File: config.mk
export PLATFORM = sky130hd
export DESIGN_NAME = rr_mux_arbiter_flat
export DESIGN_NICKNAME = d
export VERILOG_FILES = /design/src/rtl/rr_mux_arbiter_pkg.sv /design/src/rtl/rr_mux_arbiter_if.sv /design/src/rtl/rr_mux_arbiter_pick.sv /design/src/rtl/rr_mux_arbiter.sv /design/src/flat_wrapper.sv
export SDC_FILE = /design/constraint.sdc
export NUM_CORES = 1
export LEC_CHECK = 0
export BUFFER_PORTS_ARGS = -buffer_cell sky130_fd_sc_hd__buf_2
export CAP_MARGIN = 10
export CORE_MARGIN = 2
export CORE_UTILIZATION = 47
export CTS_BUF_LIST = sky130_fd_sc_hd__clkbuf_8
export CTS_CLUSTER_SIZE = 16
export DETAILED_ROUTE_END_ITERATION = 8
export HOLD_SLACK_MARGIN = 0.06
export PLACE_DENSITY = 0.85
export SYNTH_ARGS = -nofsm -noshare
export SYNTH_HDL_FRONTEND = slang
export SYNTH_SLANG_ARGS = --single-unit
File: constraint.sdc
create_clock -name clk -period 3.5 [get_ports clk]
set_input_delay 0.35 -clock clk [delete_from_list [all_inputs] [get_ports clk]]
set_output_delay 0.35 -clock clk [all_outputs]
set_load 0.02 [all_outputs]
File: src/rtl/rr_mux_arbiter_pkg.sv
// Shared types and defaults for the round-robin mux arbiter.
// Holds the FSM state encoding and the select-width helper.
package rr_mux_arbiter_pkg;

  typedef enum logic {StIdle = 1'b0, StBusy = 1'b1} state_e;

  localparam int unsigned DefN       = 4;
  localparam int unsigned DefW       = 8;
  localparam int unsigned DefMaxHold = 4;

  // A select index is at least one bit wide, even for a single requester.
  function automatic int unsigned idx_w(input int unsigned n);
    return (n > 1) ? $clog2(n) : 1;
  endfunction

endpackage

File: src/rtl/rr_mux_arbiter_if.sv
// Requester/consumer bundle for the round-robin mux arbiter.
// The slave modport is the arbiter side; master is the producers/consumer side.
interface rr_mux_arbiter_if #(
  parameter int unsigned N    = rr_mux_arbiter_pkg::DefN,
  parameter int unsigned W    = rr_mux_arbiter_pkg::DefW,
  parameter int unsigned SelW = rr_mux_arbiter_pkg::idx_w(N)
);
  logic [N-1:0]    req;
  logic [N*W-1:0]  data_in;
  logic [N-1:0]    ack;
  logic [N-1:0]    grant;
  logic [SelW-1:0] sel;
  logic            out_valid;
  logic [W-1:0]    out_data;
  logic            out_ready;

  modport slave (
    input  req, data_in, out_ready,
    output ack, grant, sel, out_valid, out_data
  );

  modport master (
    output req, data_in, out_ready,
    input  ack, grant, sel, out_valid, out_data
  );
endinterface

File: src/rtl/rr_mux_arbiter_pick.sv
// Combinational round-robin picker: first set request scanning upward from ptr+1
// modulo N, returned as one-hot, index and an any-request flag.
module rr_mux_arbiter_pick import rr_mux_arbiter_pkg::*; #(
  parameter int unsigned N    = DefN,
  parameter int unsigned SelW = idx_w(N)
) (
  input  logic [N-1:0]    req_i,
  input  logic [SelW-1:0] ptr_i,
  output logic [N-1:0]    win_o,
  output logic [SelW-1:0] win_idx_o,
  output logic            any_o
);

  logic [N-1:0]    rot;
  logic [SelW-1:0] src_idx;
  int unsigned     off;

  // rot[k] is the request k+1 positions past the pointer.
  always_comb begin
    rot     = '0;
    src_idx = '0;
    for (int k = 0; k < N; k++) begin
      src_idx = SelW'((int'(ptr_i) + 1 + k) % N);
      rot[k]  = req_i[src_idx];
    end
  end

  always_comb begin
    any_o = 1'b0;
    off   = 0;
    for (int k = N - 1; k >= 0; k--) begin
      if (rot[k]) begin
        any_o = 1'b1;
        off   = k;
      end
    end
    win_idx_o = SelW'((int'(ptr_i) + 1 + off) % N);
    win_o     = '0;
    if (any_o) win_o[win_idx_o] = 1'b1;
  end

endmodule

File: src/rtl/rr_mux_arbiter.sv
// Round-robin arbiter driving a shared N:1 data mux onto one valid/ready port,
// with at most MAX_HOLD accepted beats per grant before re-arbitration.
module rr_mux_arbiter import rr_mux_arbiter_pkg::*; #(
  parameter int unsigned N        = DefN,
  parameter int unsigned W        = DefW,
  parameter int unsigned MAX_HOLD = DefMaxHold
) (
  input logic             clk,
  input logic             rst_n,
  rr_mux_arbiter_if.slave bus
);

  localparam int unsigned SelW  = idx_w(N);
  localparam int unsigned HoldW = $clog2(MAX_HOLD + 1);

  state_e          state_q, state_d;
  logic [N-1:0]    grant_q, grant_d;
  logic [SelW-1:0] sel_q, sel_d;
  logic [SelW-1:0] ptr_q, ptr_d;
  logic [HoldW-1:0] hold_q, hold_d;

  logic            busy, valid, beat, withdraw, last_beat, any;
  logic [N-1:0]    pick_req, win;
  logic [SelW-1:0] win_idx;

  assign busy      = (state_q == StBusy);
  assign valid     = busy & bus.req[sel_q];
  assign beat      = valid & bus.out_ready;
  assign withdraw  = busy & ~bus.req[sel_q];
  assign last_beat = beat && (hold_q == HoldW'(MAX_HOLD - 1));
  // Only a withdrawing holder is excluded; a holder that ran out of beats may win again.
  assign pick_req  = withdraw ? (bus.req & ~grant_q) : bus.req;

  rr_mux_arbiter_pick #(
    .N    (N),
    .SelW (SelW)
  ) u_pick (
    .req_i     (pick_req),
    .ptr_i     (ptr_q),
    .win_o     (win),
    .win_idx_o (win_idx),
    .any_o     (any)
  );

  always_comb begin
    state_d = state_q;
    grant_d = grant_q;
    sel_d   = sel_q;
    ptr_d   = ptr_q;
    hold_d  = hold_q;
    if (!busy || withdraw || last_beat) begin
      if (any) begin
        state_d = StBusy;
        grant_d = win;
        sel_d   = win_idx;
        ptr_d   = win_idx;
        hold_d  = '0;
      end else begin
        state_d = StIdle;
        grant_d = '0;
        hold_d  = '0;
      end
    end else if (beat) begin
      hold_d = hold_q + HoldW'(1);
    end
  end

  always_ff @(posedge clk or negedge rst_n) begin
    if (!rst_n) begin
      state_q <= StIdle;
      grant_q <= '0;
      sel_q   <= '0;
      ptr_q   <= SelW'(N - 1);
      hold_q  <= '0;
    end else begin
      state_q <= state_d;
      grant_q <= grant_d;
      sel_q   <= sel_d;
      ptr_q   <= ptr_d;
      hold_q  <= hold_d;
    end
  end

  always_comb begin
    bus.out_data = '0;
    for (int i = 0; i < N; i++) begin
      if (sel_q == SelW'(i)) bus.out_data = bus.data_in[i*W +: W];
    end
  end

  assign bus.grant     = grant_q;
  assign bus.sel       = sel_q;
  assign bus.out_valid = valid;
  assign bus.ack       = beat ? grant_q : '0;

endmodule

File: src/flat_wrapper.sv
// flat-port wrapper written by rule: the top's interface ports become plain ports
module rr_mux_arbiter_flat import rr_mux_arbiter_pkg::*;
#(
  parameter int unsigned N        = DefN,
  parameter int unsigned W        = DefW,
  parameter int unsigned MAX_HOLD = DefMaxHold
)
  (clk, rst_n, bus_req, bus_data_in, bus_out_ready, bus_ack, bus_grant, bus_sel, bus_out_valid, bus_out_data);
  rr_mux_arbiter_if #(.N(N), .W(W)) bus_i ();
  input logic clk;
  input logic rst_n;
  input wire logic [$bits(bus_i.req)-1:0] bus_req;
  input wire logic [$bits(bus_i.data_in)-1:0] bus_data_in;
  input wire logic [$bits(bus_i.out_ready)-1:0] bus_out_ready;
  output wire logic [$bits(bus_i.ack)-1:0] bus_ack;
  output wire logic [$bits(bus_i.grant)-1:0] bus_grant;
  output wire logic [$bits(bus_i.sel)-1:0] bus_sel;
  output wire logic [$bits(bus_i.out_valid)-1:0] bus_out_valid;
  output wire logic [$bits(bus_i.out_data)-1:0] bus_out_data;
  assign bus_i.req = bus_req;
  assign bus_i.data_in = bus_data_in;
  assign bus_i.out_ready = bus_out_ready;
  assign bus_ack = bus_i.ack;
  assign bus_grant = bus_i.grant;
  assign bus_sel = bus_i.sel;
  assign bus_out_valid = bus_i.out_valid;
  assign bus_out_data = bus_i.out_data;
  rr_mux_arbiter #(.N(N), .W(W), .MAX_HOLD(MAX_HOLD)) u_core (.clk(clk), .rst_n(rst_n), .bus(bus_i));
endmodule
* Yosys cells after proc, flatten, opt, wreduce, memory -nomap -nowiden
Cells that the tools add are included.
** Word-level totals
- Register bits :: 12
- Output and inout port bits :: 19
** Operators by class
- Equality and inequality tests :: 4
- $lt $le $gt $ge :: 7
- $add $sub $neg :: 6
- Bitwise gates (word level) :: 6
- Muxes and demuxes :: 30
- Reductions and logical operators :: 8
** Operator list (count)
- $mux W8 :: 4
- $lt A2 B3 Y1 const B :: 6
- $mux W4 :: 3
- $mux W1 :: 11
- $bmux W1 S2 :: 5
- $mux W2 :: 4
- $mux W3 :: 2
- $add A2 B1 Y2 const B :: 2
- $add A2 B2 Y2 const B :: 2
- $and A4 B4 Y4 :: 1
- $eq A2 B2 Y1 const B :: 2
- $not A4 Y4 :: 1
- $add A3 B1 Y3 const B :: 1
- $and A1 B1 Y1 :: 3
- $eq A3 B2 Y1 const B :: 1
- $add A2 B2 Y2 :: 1
- $demux W1 S2 :: 1
- $eq A2 B1 Y1 const B :: 1
- $ge A2 B1 Y1 const B :: 1
- $logic_and A1 B1 Y1 :: 2
- $logic_not A2 Y1 :: 1
- $logic_or A1 B1 Y1 :: 2
- $reduce_and A2 Y1 :: 1
- $reduce_bool A2 Y1 :: 1
- 2 further kinds :: 2

* Depth between registers and ports, before layout
Gate-level depths: netlist (run 1).
- Depth in word-level cells :: 17
- Gate-level depth with buffers :: 13
- Depth with buffers taken out :: 12

* Cells and area by module
A second synthesis (run 1) with hierarchy kept.
** Second synthesis, totals
- Cell total of the unflattened synthesis :: 102
- Area total of the unflattened synthesis :: 1099.8 sq um
** By module, submodules not included
- rr_mux_arbiter :: area each 813.3 sq um, cells each 62, times used 1
- rr_mux_arbiter_pick :: area each 286.5 sq um, cells each 40, times used 1

* Worst setup path before layout (run 1)
No wires, ideal clock.
- Path type :: register to register
- Start point :: register u_core.sel_q[0], in the netlist u_core.bus.sel[0]
- End point :: register u_core.sel_q[1], in the netlist u_core.bus.sel[1]
- Data arrival time :: 2662 ps
- Setup time :: 69 ps
- Stages on the path, launching flop included :: 12
- Path buffers :: 0
- Path slack :: 769 ps
- Period minus slack after synthesis :: 2731 ps
- Path through :: dfrtp_1 mux2_2 o221ai_2 and2_1 nor4_1 a21oi_1 o21ai_1 ha_1 xnor2_1 xnor2_1 or4_4 nand3_1
** On the way
- Word-level cells in the longest chain between the ends :: 12
- Elaborated cells on any way between the ends :: 28
- Classes of those cells :: 1 x add/sub; 19 x mux; 4 x bitwise; 4 x reduce/logical
** RTL lines
- from (decl) :: line rr_mux_arbiter.sv:18 : logic [SelW-1:0] sel_q, sel_d;
- from (signal assigned) :: line rr_mux_arbiter.sv:78 : sel_q <= sel_d;
- $bmux W1 S2 (*) :: line rr_mux_arbiter.sv:27, rr_mux_arbiter.sv:29
- $mux W1 (implied by the code) (*) :: line rr_mux_arbiter.sv:27, rr_mux_arbiter.sv:29
- $not A1 Y1 :: line rr_mux_arbiter.sv:29 : assign withdraw = busy & ~bus.req[sel_q];
- $and A1 B1 Y1 :: line rr_mux_arbiter.sv:29
- $mux W4 :: line rr_mux_arbiter.sv:32 : assign pick_req = withdraw ? (bus.req & ~grant_q) : bus.req;
- $bmux W1 S2 :: line rr_mux_arbiter_pick.sv:24 : rot[k] = req_i[src_idx];
- $mux W1 (implied by the code) :: line rr_mux_arbiter_pick.sv:24
- $mux W2 / $mux W1 (equally long branches) (4 in series) :: line rr_mux_arbiter_pick.sv:32 : if (rot[k]) begin
- $add A2 B2 Y2 / $reduce_and A2 Y1 (equally long branches)
Mark *: on every way between the ends. The rest lies on a longest branch, timed or not. The select of a mux whose other input is x is not followed.
A chain may end at the register's enable or synchronous reset.

* Final worst setup path (run 1)
- Start point :: register u_core.sel_q[1], in the netlist u_core.bus.sel[1]
- End point :: register u_core.grant_q[3], in the netlist u_core.bus.grant[3]
** On the way
- Word-level cells in the longest chain between the ends :: 17
- Elaborated cells on any way between the ends :: 33
- Classes of those cells :: 1 x add/sub; 2 x order compare; 22 x mux; 4 x bitwise; 4 x reduce/logical
** RTL lines
- $bmux W1 S2 (*) :: line rr_mux_arbiter.sv:27, rr_mux_arbiter.sv:29
- $mux W1 (implied by the code) (*) :: line rr_mux_arbiter.sv:27, rr_mux_arbiter.sv:29
- $not A1 Y1 :: line rr_mux_arbiter.sv:29
- $and A1 B1 Y1 :: line rr_mux_arbiter.sv:29
- $mux W4 :: line rr_mux_arbiter.sv:32
- $bmux W1 S2 :: line rr_mux_arbiter_pick.sv:24
- $mux W1 (implied by the code) :: line rr_mux_arbiter_pick.sv:24
- $mux W2 (4 in series) :: line rr_mux_arbiter_pick.sv:32
- $add A2 B2 Y2 :: line rr_mux_arbiter_pick.sv:37 : win_idx_o = SelW'((int'(ptr_i) + 1 + off) % N);
- $lt A2 B3 Y1 (implied by the code) / $ge A2 B1 Y1 (equally long branches) :: line rr_mux_arbiter_pick.sv:39 : if (any_o) win_o[win_idx_o] = 1'b1;
- $logic_and A1 B1 Y1 (implied by the code) :: line rr_mux_arbiter_pick.sv:39
- $mux W1 (implied by the code) :: line rr_mux_arbiter_pick.sv:39
- $demux W1 S2 :: line rr_mux_arbiter_pick.sv:39
- $mux W4 :: line rr_mux_arbiter.sv:52 : if (any) begin
- to (signal assigned) :: line rr_mux_arbiter.sv:77 : grant_q <= grant_d;
- to (decl) :: line rr_mux_arbiter.sv:17 : logic [N-1:0] grant_q, grant_d;
Marks and branches as above.

==> reports/summary.md, run 1 <==
Floorplan
* Die X-Extent: 54.1 um
* effective utilization at floorplan: 48.4%
* Placeable Area: 2430 um2
* standard-cell rows: 18
* Die H: 54.1 um
* IO Count: 58
* Die Area: 2920 um2

STA
* Final Hold Vio Count: 0
* worst-margin pin slew: 0.616 ns
* worst-case setup margin in the final layout: 0.504 ns
* headroom to the max-slew limit: 58.9%
* final worst path period need: 3.00 ns
* final max-slew violation count: 0
* Final Cycle Share: 85.6%
* worst setup skew after layout: 0.00642 ns
* setup TNS: 0 ns
* unrepaired setup endpoints after global routing: false
* count of final setup violators: 0
* highest achievable clock rate: 0.334 GHz

Global route
* number of global-route vias before repair: 1073
* global router's overall resource usage: 22.4%
* largest net degree at the start of global routing: 20
* number of antenna violations at the first check in global routing: 0
* global-route wire length before repair: 4.71 mm
* grt total ovfl: 0

Detailed routing
* number of iterations in the first detailed-routing pass: 4
* Antenna Nets Post-Route: 0
* routed len/inst: 15.5 um
* initial detailed-routing violation count: 43
* post-detailed-route DRC marker count: 0
* total wire length: 3.23 mm
* routed via count: 1243
* vias per std cell: 5.98

Place
* post-detailed-placement half-perimeter wirelength: 2.50 mm
* buffers added on ports: 57
* number of placed instances, taps included: 203
* post-placement setup slack: 0.558 ns
* weighted congestion at the end of routability-driven global placement: 0.800

Clock tree
* clock tree from TritonCTS: built
* number of buffers inserted during clock tree synthesis: 3
* clk buf depth: 2
* insertion delay to the later sink of the worst-skew pair: 0.25 ns
* clock slew at reported path FFs: 0.06 ns
* Sink Count: 12
* number of buffers inserted by post-CTS setup repair: 0
* Clock Root Buffer: sky130_fd_sc_hd__clkbuf_8
* number of levels the H-tree was split into: 1

Worst setup path
* Worst setup endpoint: u_core.bus.grant[3]
* data arrival at the endpoint of the critical path: 3.17 ns
* maximum fanout count along the critical path: 19
* Crit. Startpoint: u_core.bus.sel[1]
* endpoint of the lowest-slack register-to-register path: u_core.bus.grant[3]
* cells traversed along the worst timing path: nand3_1, o221ai_2, and2_1, nor4_1, a21oi_1, o21ai_1, ha_1, xnor2_1, xnor2_1, nor3_1, nand3_1, nand3_1
* worst-case reg-to-reg path depth: 12
* Worst Path Buf+Inv: 0
* kind of critical path: register to register
* startpoint of the worst register-to-register path: u_core.bus.sel[1]
* r2r setup slk: 0.50 ns
* required time reported for the critical path endpoint: 3.67 ns
* maximum single-stage delay on the critical path: 0.73 ns
* slowest library cell on the worst path: sky130_fd_sc_hd__dfrtp_1
* critical path launch point type: register
* Critical Path Stages: 12
* crit path capture type: register
* cell family with most CP delay: simple AND/OR/NAND/NOR gates
* CP dominant cell by count: sky130_fd_sc_hd__nand3_1

Synthesis
* area share of the largest cell type after synthesis: 21.3%
* mean post-synth cell area: 9.57 um2
* ranking of synthesized cells by area: sky130_fd_sc_hd__dfrtp_1 (21%), sky130_fd_sc_hd__mux4_2 (17%), sky130_fd_sc_hd__nand3_1 (6.4%)
* flip-flop and latch count after synthesis: 12
* Netlist Area Pre-Place: 1180 um2
* gate count after technology mapping: 123
* number of nets in the synthesized netlist: 165
* share of the yosys chip area belonging to registers: 25.7%
* largest area contributor in the netlist: sky130_fd_sc_hd__dfrtp_1
* Syn. warnings: 0
* Post-synth EDFFs: 0
* post-synthesis async set-or-reset flop share: 100%
* top flip-flop cell by instance count after synthesis: sky130_fd_sc_hd__dfrtp_1
* synth unique cells: 40

Pwr
* maximum ir drop on the vdd rail: 460 uV
* Final Total Pwr: 1.40 mW
* Leak: 0.715 nW
* power density over the cells: 914 nW/um2

Layout
* post-route insts no fill: 208
* area added between synthesis and finish: 30.1%
* final core utilization: 63.0%
* filler cell count in the final layout: 206
* fraction of layout cells with a size suffix above 1: 44.9%
* Antenna Diode Count: 0
* number of nets at the end of the flow: 221

Run status
* outcome: completed

Worst hold path
* min-delay src: bus_out_ready
* type of the tightest min-delay check: input port to register

Run
* max-capacitance violation count: 0

==> what timing repair did <==
| action | 4_1_cts | 5_1_grt |
|---|---|---|
| resized for setup | 0 | 0 |
| hold buffers | 1 | 0 |
| endpoints found under the hold margin | 10 | 0 |
==> final cells by class <==
| class | count | area, um2 | area share, % |
|---|---|---|---|
| multi-input cells | 99 | 818 | 53.4 |
| inverters | 4 | 15.0 | 0.980 |
| well taps | 30 | 37.5 | 2.45 |
| flip-flops and latches | 12 | 303 | 19.8 |
| clock buffers | 4 | 55.1 | 3.59 |
| repair buffers | 59 | 303 | 19.8 |
==> sequential cells by signal, summed over array words and instances, names as in the netlist <==
register / cells
u_core.bus.grant: 4
u_core.hold_q: 3
u_core.bus.sel: 2
u_core.ptr_q: 2
u_core.busy: 1
==> power by group <==
group	switching, mW	internal (mW)
Sequential	0.100	0.205
Combinational	0.536	0.403
Clock	0.0556	0.0996
Total	0.692	0.708
==> metrics by stage <==
| step | hold slack [ns] | cell area (um2) |
|---|---|---|
| after global placement | 0.237 | 1470 |
| after floorplan | 0.0544 | 1180 |
| after global routing | 0.496 | 1530 |
| final | 0.467 | 1530 |
| after detailed placement | 0.239 | 1470 |
| after CTS | 0.468 | 1530 |
==> tightest hold or removal path, delay by kind of cell <==
kind | cells | cell delay [ns]
simple gates | 1 | 0.09
compound gates | 1 | 0.07
buf+inv | 1 | 0.15
==> cell families (layout without fill, tap and decap cells) <==
family,count (synthesis),after routing,synth area share [%]
buffers and inverters,12,67,4.78
DFF,12,12,25.7
and+or+nand+nor,52,52,22.8
adders and majority gates,3,3,3.19
xor gates and xnor gates,3,3,2.23
AOI/OAI and AO/OA,28,28,20.1
muxes,13,13,21.1
==> worst min path at each step <==
stage | endpoint | cells after the start
after CTS | u_core.hold_q[1] | 3
after detailed placement | u_core.bus.grant[2] | 1
after global placement | u_core.bus.grant[2] | 1
after floorplan | u_core.bus.grant[0] | 0
after global routing | u_core.hold_q[1] | 3
final | u_core.hold_q[1] | 3
==> cell usage after synthesis (3+ instances only) <==
| master | count |
|---|---|
| sky130_fd_sc_hd__mux4_2 | 9 |
| sky130_fd_sc_hd__inv_1 | 4 |
| sky130_fd_sc_hd__buf_2 | 3 |
| sky130_fd_sc_hd__a21oi_1 | 3 |
| sky130_fd_sc_hd__clkbuf_1 | 3 |
| sky130_fd_sc_hd__o21ai_0 | 5 |
| sky130_fd_sc_hd__o21ai_1 | 4 |
| sky130_fd_sc_hd__o221ai_1 | 3 |
| sky130_fd_sc_hd__and3_1 | 5 |
| sky130_fd_sc_hd__nor3_1 | 5 |
| sky130_fd_sc_hd__nor2_1 | 6 |
| sky130_fd_sc_hd__ha_1 | 3 |
| sky130_fd_sc_hd__nand3_1 | 15 |
| sky130_fd_sc_hd__nand2_1 | 11 |
| sky130_fd_sc_hd__nand3b_1 | 5 |
| sky130_fd_sc_hd__dfrtp_1 | 10 |
| sky130_fd_sc_hd__xnor2_1 | 3 |
==> per-layer routing <==
layer / global-route usage, % / part of all wire [%] / up-vias
li1: - / - / 595
met1: 26.0 / 40 / 597
met2: 40.7 / 53 / 44
met3: 1.11 / 4.6 / 7
met4: 12.5 / 2.0 / 0
met5: 0 / 0 / -
==> layout by cell type, fill, tap and decap left out, drive strengths merged, types with 2 or more instances in the layout <==
| cell | count |
|---|---|
| a21oi | 3 |
| and3 | 5 |
| buf | 58 |
| clkbuf | 4 |
| dfrtp | 10 |
| dfstp | 2 |
| ha | 3 |
| inv | 4 |
| mux2 | 2 |
| mux2i | 2 |
| mux4 | 9 |
| nand2 | 11 |
| nand3 | 15 |
| nand3b | 5 |
| nor2 | 6 |
| nor3 | 5 |
| o21ai | 9 |
| o221a | 3 |
| o221ai | 4 |
| xnor2 | 3 |
Power figures use the tool's default switching activity.
==> inputs of run 2 (changes only) <==
CORE_MARGIN = 1.5   (was 2)
==> run 2 against run 1 <==
Net effect:
- flip-flop and latch count is the same
- total power shrank 1.0%
- first-iteration DRC count shrank 16%
- clock-buffer cell count is the same
- critical endpoint is now u_core.bus.sel[1]
==> reports/summary.md, run 2 (synthesis gave the netlist of run 1 again) <==
STA
* Final Hold Vio Count: 0
* setup TNS: 0 ns
* headroom to the max-slew limit: 59.9%
* Final Hold Slack: 0.463 ns
* worst-margin pin slew: 0.601 ns
* unrepaired setup endpoints after global routing: false
* worst setup skew after layout: 0.00172 ns
* Final Cycle Share: 86.7%
* highest achievable clock rate: 0.329 GHz
* final worst path period need: 3.04 ns
* count of final setup violators: 0
* final max-slew violation count: 0

Pwr
* clock group share of total power: 10.9%
* switching component of the power: 0.678 mW
* combinational fraction of design power: 66.8%
* Final Total Pwr: 1.39 mW
* power density over the cells: 906 nW/um2
* share of total power in sequential cells: 22.3%
* maximum ir drop on the vdd rail: 731 uV
* Leak: 0.715 nW
* switching share of power: 48.9%
* Power Internal: 0.708 mW

Global route
* global-route wire length before repair: 5.00 mm
* largest net degree at the start of global routing: 20
* number of global-route vias before repair: 1126
* number of antenna violations at the first check in global routing: 0
* grt total ovfl: 0
* global router's overall resource usage: 24.8%

Floorplan
* Die Area: 2810 um2
* standard-cell rows: 17
* Placeable Area: 2300 um2
* Die H: 53.1 um
* IO Count: 58
* Die X-Extent: 53.1 um
* effective utilization at floorplan: 51.3%

Run status
* outcome: completed

Clock tree
* insertion delay to the later sink of the worst-skew pair: 0.25 ns
* clk buf depth: 2
* clock slew at reported path FFs: 0.05 ns
* number of buffers inserted by post-CTS setup repair: 0
* number of buffers inserted during clock tree synthesis: 3
* Sink Count: 12
* Clock Root Buffer: sky130_fd_sc_hd__clkbuf_8
* clock tree from TritonCTS: built
* number of levels the H-tree was split into: 1

Detailed routing
* Antenna Nets Post-Route: 0
* routed len/inst: 15.5 um
* routed via count: 1258
* post-detailed-route DRC marker count: 0
* total wire length: 3.19 mm
* number of iterations in the first detailed-routing pass: 4
* vias per std cell: 6.11
* initial detailed-routing violation count: 36

Layout
* Antenna Diode Count: 0
* most common cell after layout, fill and taps aside: sky130_fd_sc_hd__buf_2
* max reg flops: 4
* number of nets at the end of the flow: 221
* area added between synthesis and finish: 29.9%
* final core utilization: 66.6%
* most frequent cells in the layout: sky130_fd_sc_hd__buf_2 (57), sky130_fd_sc_hd__nand3_1 (15), sky130_fd_sc_hd__nand2_1 (11), sky130_fd_sc_hd__dfrtp_1 (10), sky130_fd_sc_hd__mux4_2 (9)
* fraction of layout cells with a size suffix above 1: 44.9%

Place
* post-detailed-placement half-perimeter wirelength: 2.57 mm
* buffers added on ports: 57
* weighted congestion at the end of routability-driven global placement: 0.843

Worst hold path
* type of the tightest min-delay check: input port to register

Worst setup path
* critical path launch point type: register
* data arrival at the endpoint of the critical path: 3.22 ns
* kind of critical path: register to register
* maximum fanout count along the critical path: 19
* maximum single-stage delay on the critical path: 0.72 ns
* cells traversed along the worst timing path: nand3_1, o221ai_2, and2_1, nor4_1, a21oi_1, o21ai_1, ha_1, xnor2_1, xnor2_1, or4_4, nand3_1
* crit path capture type: register
* slowest library cell on the worst path: sky130_fd_sc_hd__dfrtp_1
* required time reported for the critical path endpoint: 3.68 ns

Run
* max-capacitance violation count: 0

-- run 2: what timing repair did --
item | in CTS | in global routing
hold buffers | 1 | 0
endpoints found under the hold margin | 10 | 0
gates resized for setup | 0 | 0
-- run 2: layout make-up --
cell class                      count  area [um2]
Multi-Input combinational cell     99         818
Fill cell                         196         768
Sequential cell                    12         303
Timing Repair Buffer               59         303
Clock buffer                        4        55.1
Tap cell                           28        35.0
Inverter                            4        15.0
-- run 2: critical path, delay by kind of cell (launching register included) --
kind            cells  cell delay, ns
simple gates        5            1.00
flops               1            0.72
compound gates      3            0.60
xor+xnor            2            0.43
fa+ha+maj           1            0.21
-- run 2: routing by layer --
layer | wire length, um | track usage (%) | part of all wire (%) | up-vias
met2 | 1600 | 40.2 | 50 | 59
met4 | 34 | 8.97 | 1.1 | 0
met1 | 1340 | 32.4 | 42 | 597
met3 | 211 | 5.37 | 6.6 | 5
li1 | - | - | - | 597
met5 | 0 | 0 | 0 | -
-- run 2: final timing paths --
| path | from | end | slack (ns) | depth (start not counted) |
|---|---|---|---|---|
| worst min register to register | u_core.ptr_q[0] | u_core.ptr_q[0] | 0.54 | 2 |
| worst min-delay path | bus_out_ready | u_core.hold_q[1] | 0.46 | 3 |
| worst max-delay path | u_core.bus.sel[1] | u_core.bus.sel[1] | 0.46 | 11 |
| worst max register to register | u_core.bus.sel[1] | u_core.bus.sel[1] | 0.46 | 11 |
| max in group asynchronous | rst_n | u_core.ptr_q[1] | 2.72 | 2 |
| min in group asynchronous | rst_n | u_core.bus.grant[3] | 0.51 | 2 |
-- run 2: stage by stage --
stage          std cells  cell area, um2  setup slack (ns)
6_report             206            1530             0.465
5_1_grt              206            1530             0.199
4_1_cts              206            1530             0.482
3_5_place_dp         201            1460             0.498
3_3_place_gp         201            1460             0.729
2_1_floorplan        123            1180             0.769
-- run 2: power groups by stage --
stage / clock network [mW] / registers [mW] / logic [mW]
global route: 0.162 / 0.320 / 1.02
finish: 0.152 / 0.309 / 0.925
detailed placement: 0 / 0.307 / 0.923
global placement: 0 / 0.301 / 0.886
floorplan: 0 / 0.271 / 0.739
CTS: 0.153 / 0.305 / 0.925
==> inputs of run 3 (changes only) <==
ABC_AREA = 1   (was not set)
==> run 3 against run 2 <==
Net effect:
- non-clock buffer count down 1
- first-iteration DRC count down 14%
- hold slack worse by 0.059 ns
- critical path type unchanged
- highest routed layer unchanged
==> reports/summary.md, run 3 <==
Run
* max-capacitance violation count: 0

Clock tree
* number of buffers inserted by post-CTS setup repair: 0
* insertion delay to the later sink of the worst-skew pair: 0.23 ns
* number of levels the H-tree was split into: 1
* clk buf depth: 2
* Sink Count: 12
* CTS-repair resized insts: 0
* clock slew at reported path FFs: 0.05 ns
* Clock Root Buffer: sky130_fd_sc_hd__clkbuf_8
* number of buffers inserted during clock tree synthesis: 3
* clock tree from TritonCTS: built

Floorplan
* Die Area: 2740 um2
* standard-cell rows: 17
* IO Count: 58
* Placeable Area: 2250 um2
* Die H: 52.4 um
* Die X-Extent: 52.4 um
* effective utilization at floorplan: 50.8%

Run status
* outcome: completed

Synthesis
* Netlist Area Pre-Place: 1140 um2
* gate count after technology mapping: 167
* share of the yosys chip area belonging to registers: 26.4%
* most instantiated library cell after synthesis: sky130_fd_sc_hd__nand2_1
* post-synthesis async set-or-reset flop share: 100%
* Syn. warnings: 0
* Synth Area in Compound Gates: 5.68%
* area share of the largest cell type after synthesis: 21.9%
* mean post-synth cell area: 6.86 um2
* portion of netlist area occupied by mux cells: 0%
* ranking of synthesized cells by area: sky130_fd_sc_hd__dfrtp_1 (22%), sky130_fd_sc_hd__nand2_1 (21%), sky130_fd_sc_hd__nand3_2 (8.7%)
* xor-xnor portion of the synthesized cell area: 0.765%
* synth unique cells: 21
* most instantiated cells after synthesis: sky130_fd_sc_hd__nand2_1 (65), sky130_fd_sc_hd__inv_1 (15), sky130_fd_sc_hd__nand2_2 (12)
* combinational family with the most area after synthesis: simple AND/OR/NAND/NOR gates
* flip-flop and latch count after synthesis: 12
* top flip-flop cell by instance count after synthesis: sky130_fd_sc_hd__dfrtp_1
* largest area contributor in the netlist: sky130_fd_sc_hd__dfrtp_1
* number of nets in the synthesized netlist: 209
* adder-cell area share of the yosys netlist: 3.28%
* simple-gate area share of the yosys netlist: 57.3%
* Post-synth EDFFs: 0

Pwr
* maximum ir drop on the vdd rail: 726 uV
* switching component of the power: 0.961 mW
* share of total power in sequential cells: 17.5%
* power density over the cells: 1120 nW/um2
* Final Total Pwr: 1.71 mW
* clock group share of total power: 8.6%
* switching share of power: 56.2%
* Power Internal: 0.749 mW
* combinational fraction of design power: 73.9%
* Leak: 0.848 nW

Global route
* global router's overall resource usage: 22.0%
* number of antenna violations at the first check in global routing: 0
* global-route wire length before repair: 4.54 mm
* largest net degree at the start of global routing: 13
* number of global-route vias before repair: 1162
* grt total ovfl: 0

STA
* Final Hold Slack: 0.404 ns
* count of final setup violators: 0
* highest achievable clock rate: 0.407 GHz
* headroom to the max-slew limit: 65.5%
* worst-margin pin slew: 0.516 ns
* setup TNS: 0 ns
* Final Hold Vio Count: 0
* unrepaired setup endpoints after global routing: false
* worst setup skew after layout: 0.000552 ns
* final worst path period need: 2.46 ns
* final max-slew violation count: 0
* worst-case setup margin in the final layout: 1.04 ns
* Final Cycle Share: 70.2%

Layout
* most frequent cells in the layout: sky130_fd_sc_hd__nand2_1 (65), sky130_fd_sc_hd__buf_2 (57), sky130_fd_sc_hd__inv_1 (15), sky130_fd_sc_hd__nand2_2 (12)
* filler cell count in the final layout: 195
* Reg area: 303 um2
* area added between synthesis and finish: 33.0%
* post-route insts no fill: 256
* max reg flops: 4
* fraction of layout cells with a size suffix above 1: 43.9%
* multi-input logic area: 767 um2
* Antenna Diode Count: 0
* number of nets at the end of the flow: 271
* cell area after layout: 1520 um2
* final core utilization: 67.5%
* most common cell after layout, fill and taps aside: sky130_fd_sc_hd__nand2_1

Place
* post-detailed-placement half-perimeter wirelength: 2.32 mm
* number of placed instances, taps included: 251
* Post-DP Area: 1460 um2
* buffers added on ports: 57
* weighted congestion at the end of routability-driven global placement: 0.874
* post-placement setup slack: 1.08 ns

Detailed routing
* vias per std cell: 4.97
* Antenna Nets Post-Route: 0
* routed via count: 1273
* routed len/inst: 11.0 um
* initial detailed-routing violation count: 31
* total wire length: 2.81 mm
* post-detailed-route DRC marker count: 0
* number of iterations in the first detailed-routing pass: 4

Worst setup path
* cells traversed along the worst timing path: nor2_4, nand2_1, nand2_2, nor2_4, nand3_2, nand3_2, nand2_2, nand2_1, nand2_1, a21oi_1, nor2_1, ha_1, xnor2_1, nand3b_1, nand2_2, nand2_1, nand2_1
* maximum single-stage delay on the critical path: 0.50 ns
* critical path launch point type: register
* Worst Path Buf+Inv: 0
* maximum fanout count along the critical path: 9
* cell family with most CP delay: simple AND/OR/NAND/NOR gates
* CP dominant cell by count: sky130_fd_sc_hd__nand2_1
* data arrival at the endpoint of the critical path: 2.58 ns
* slowest library cell on the worst path: sky130_fd_sc_hd__dfrtp_1
* crit path capture type: register
* kind of critical path: register to register
* required time reported for the critical path endpoint: 3.63 ns

Worst hold path
* type of the tightest min-delay check: input port to register

[run 3: changes by cell type after synthesis, sizes merged, moves of 3 or more]
cell | before | now
clkbuf | 3 | 0
nand3 | 15 | 20
nand3b | 5 | 1
nand4 | 0 | 8
mux4 | 9 | 0
nor2 | 6 | 12
buf | 5 | 1
and3 | 5 | 0
o221a | 3 | 0
nand2 | 11 | 81
o221ai | 4 | 0
inv | 4 | 18
nor3 | 5 | 0
[run 3: cells by family (layout without fill, tap and decap cells)]
logic type                 after synthesis  in the layout
AOI/OAI and AO/OA                       10             10
xor gates and xnor gates                 1              1
adders and majority gates                3              3
buffers and inverters                   19             80
DFF                                     12             12
and+or+nand+nor                        122            122
[run 3: power groups by stage]
| stage | logic [mW] | registers (mW) | clock network, mW |
|---|---|---|---|
| after floorplan | 0.981 | 0.306 | 0 |
| after global placement | 1.24 | 0.298 | 0 |
| after detailed placement | 1.27 | 0.300 | 0 |
| after CTS | 1.28 | 0.299 | 0.150 |
| after global routing | 1.42 | 0.310 | 0.160 |
| final | 1.26 | 0.299 | 0.147 |
[run 3: final timing paths]
path                                   startpoint                  end  slack (ns)  cells after the start
worst max-delay path            u_core.bus.sel[1]  u_core.bus.grant[2]        1.04                     17
min in group asynchronous                   rst_n  u_core.bus.grant[2]        0.53                      2
worst min-delay path                bus_out_ready     u_core.hold_q[1]        0.40                      3
worst max register to register  u_core.bus.sel[1]  u_core.bus.grant[2]        1.04                     17
worst min register to register   u_core.hold_q[0]     u_core.hold_q[0]        0.49                      1
max in group asynchronous                   rst_n      u_core.ptr_q[1]        2.70                      2
[run 3: final cells by class]
| type | count | area share, % |
|---|---|---|
| Clock buffer | 4 | 3.62 |
| Inverter | 18 | 4.44 |
| Multi-Input combinational cell | 136 | 50.4 |
| Sequential cell | 12 | 19.9 |
| Tap cell | 28 | 2.30 |
| Timing Repair Buffer | 58 | 19.4 |
[run 3: what timing repair did]
action,4_1_cts,5_1_grt
endpoints found under the hold margin,10,0
setup endpoints to repair,0,0
hold buffers,1,0
[run 3: worst register-to-register path: stages (launching register included)]
cell,delay [ns]
sky130_fd_sc_hd__dfrtp_1,0.50
sky130_fd_sc_hd__nor2_4,0.12
sky130_fd_sc_hd__nand2_1,0.09
sky130_fd_sc_hd__nand2_2,0.06
sky130_fd_sc_hd__nor2_4,0.17
sky130_fd_sc_hd__nand3_2,0.12
sky130_fd_sc_hd__nand3_2,0.08
sky130_fd_sc_hd__nand2_2,0.06
sky130_fd_sc_hd__nand2_1,0.06
sky130_fd_sc_hd__nand2_1,0.09
sky130_fd_sc_hd__a21oi_1,0.16
sky130_fd_sc_hd__nor2_1,0.06
sky130_fd_sc_hd__ha_1,0.18
sky130_fd_sc_hd__xnor2_1,0.20
sky130_fd_sc_hd__nand3b_1,0.15
sky130_fd_sc_hd__nand2_2,0.11
sky130_fd_sc_hd__nand2_1,0.09
sky130_fd_sc_hd__nand2_1,0.05
[run 3: per-layer routing]
layer / track usage, % / wire length (um) / part of all wire [%] / vias to the layer above
li1: - / - / - / 661
met4: 6.84 / 32 / 1.1 / 0
met1: 22.3 / 1140 / 40 / 546
met5: 0 / 0 / 0 / -
met3: 2.29 / 290 / 10 / 4
met2: 45.2 / 1350 / 48 / 62
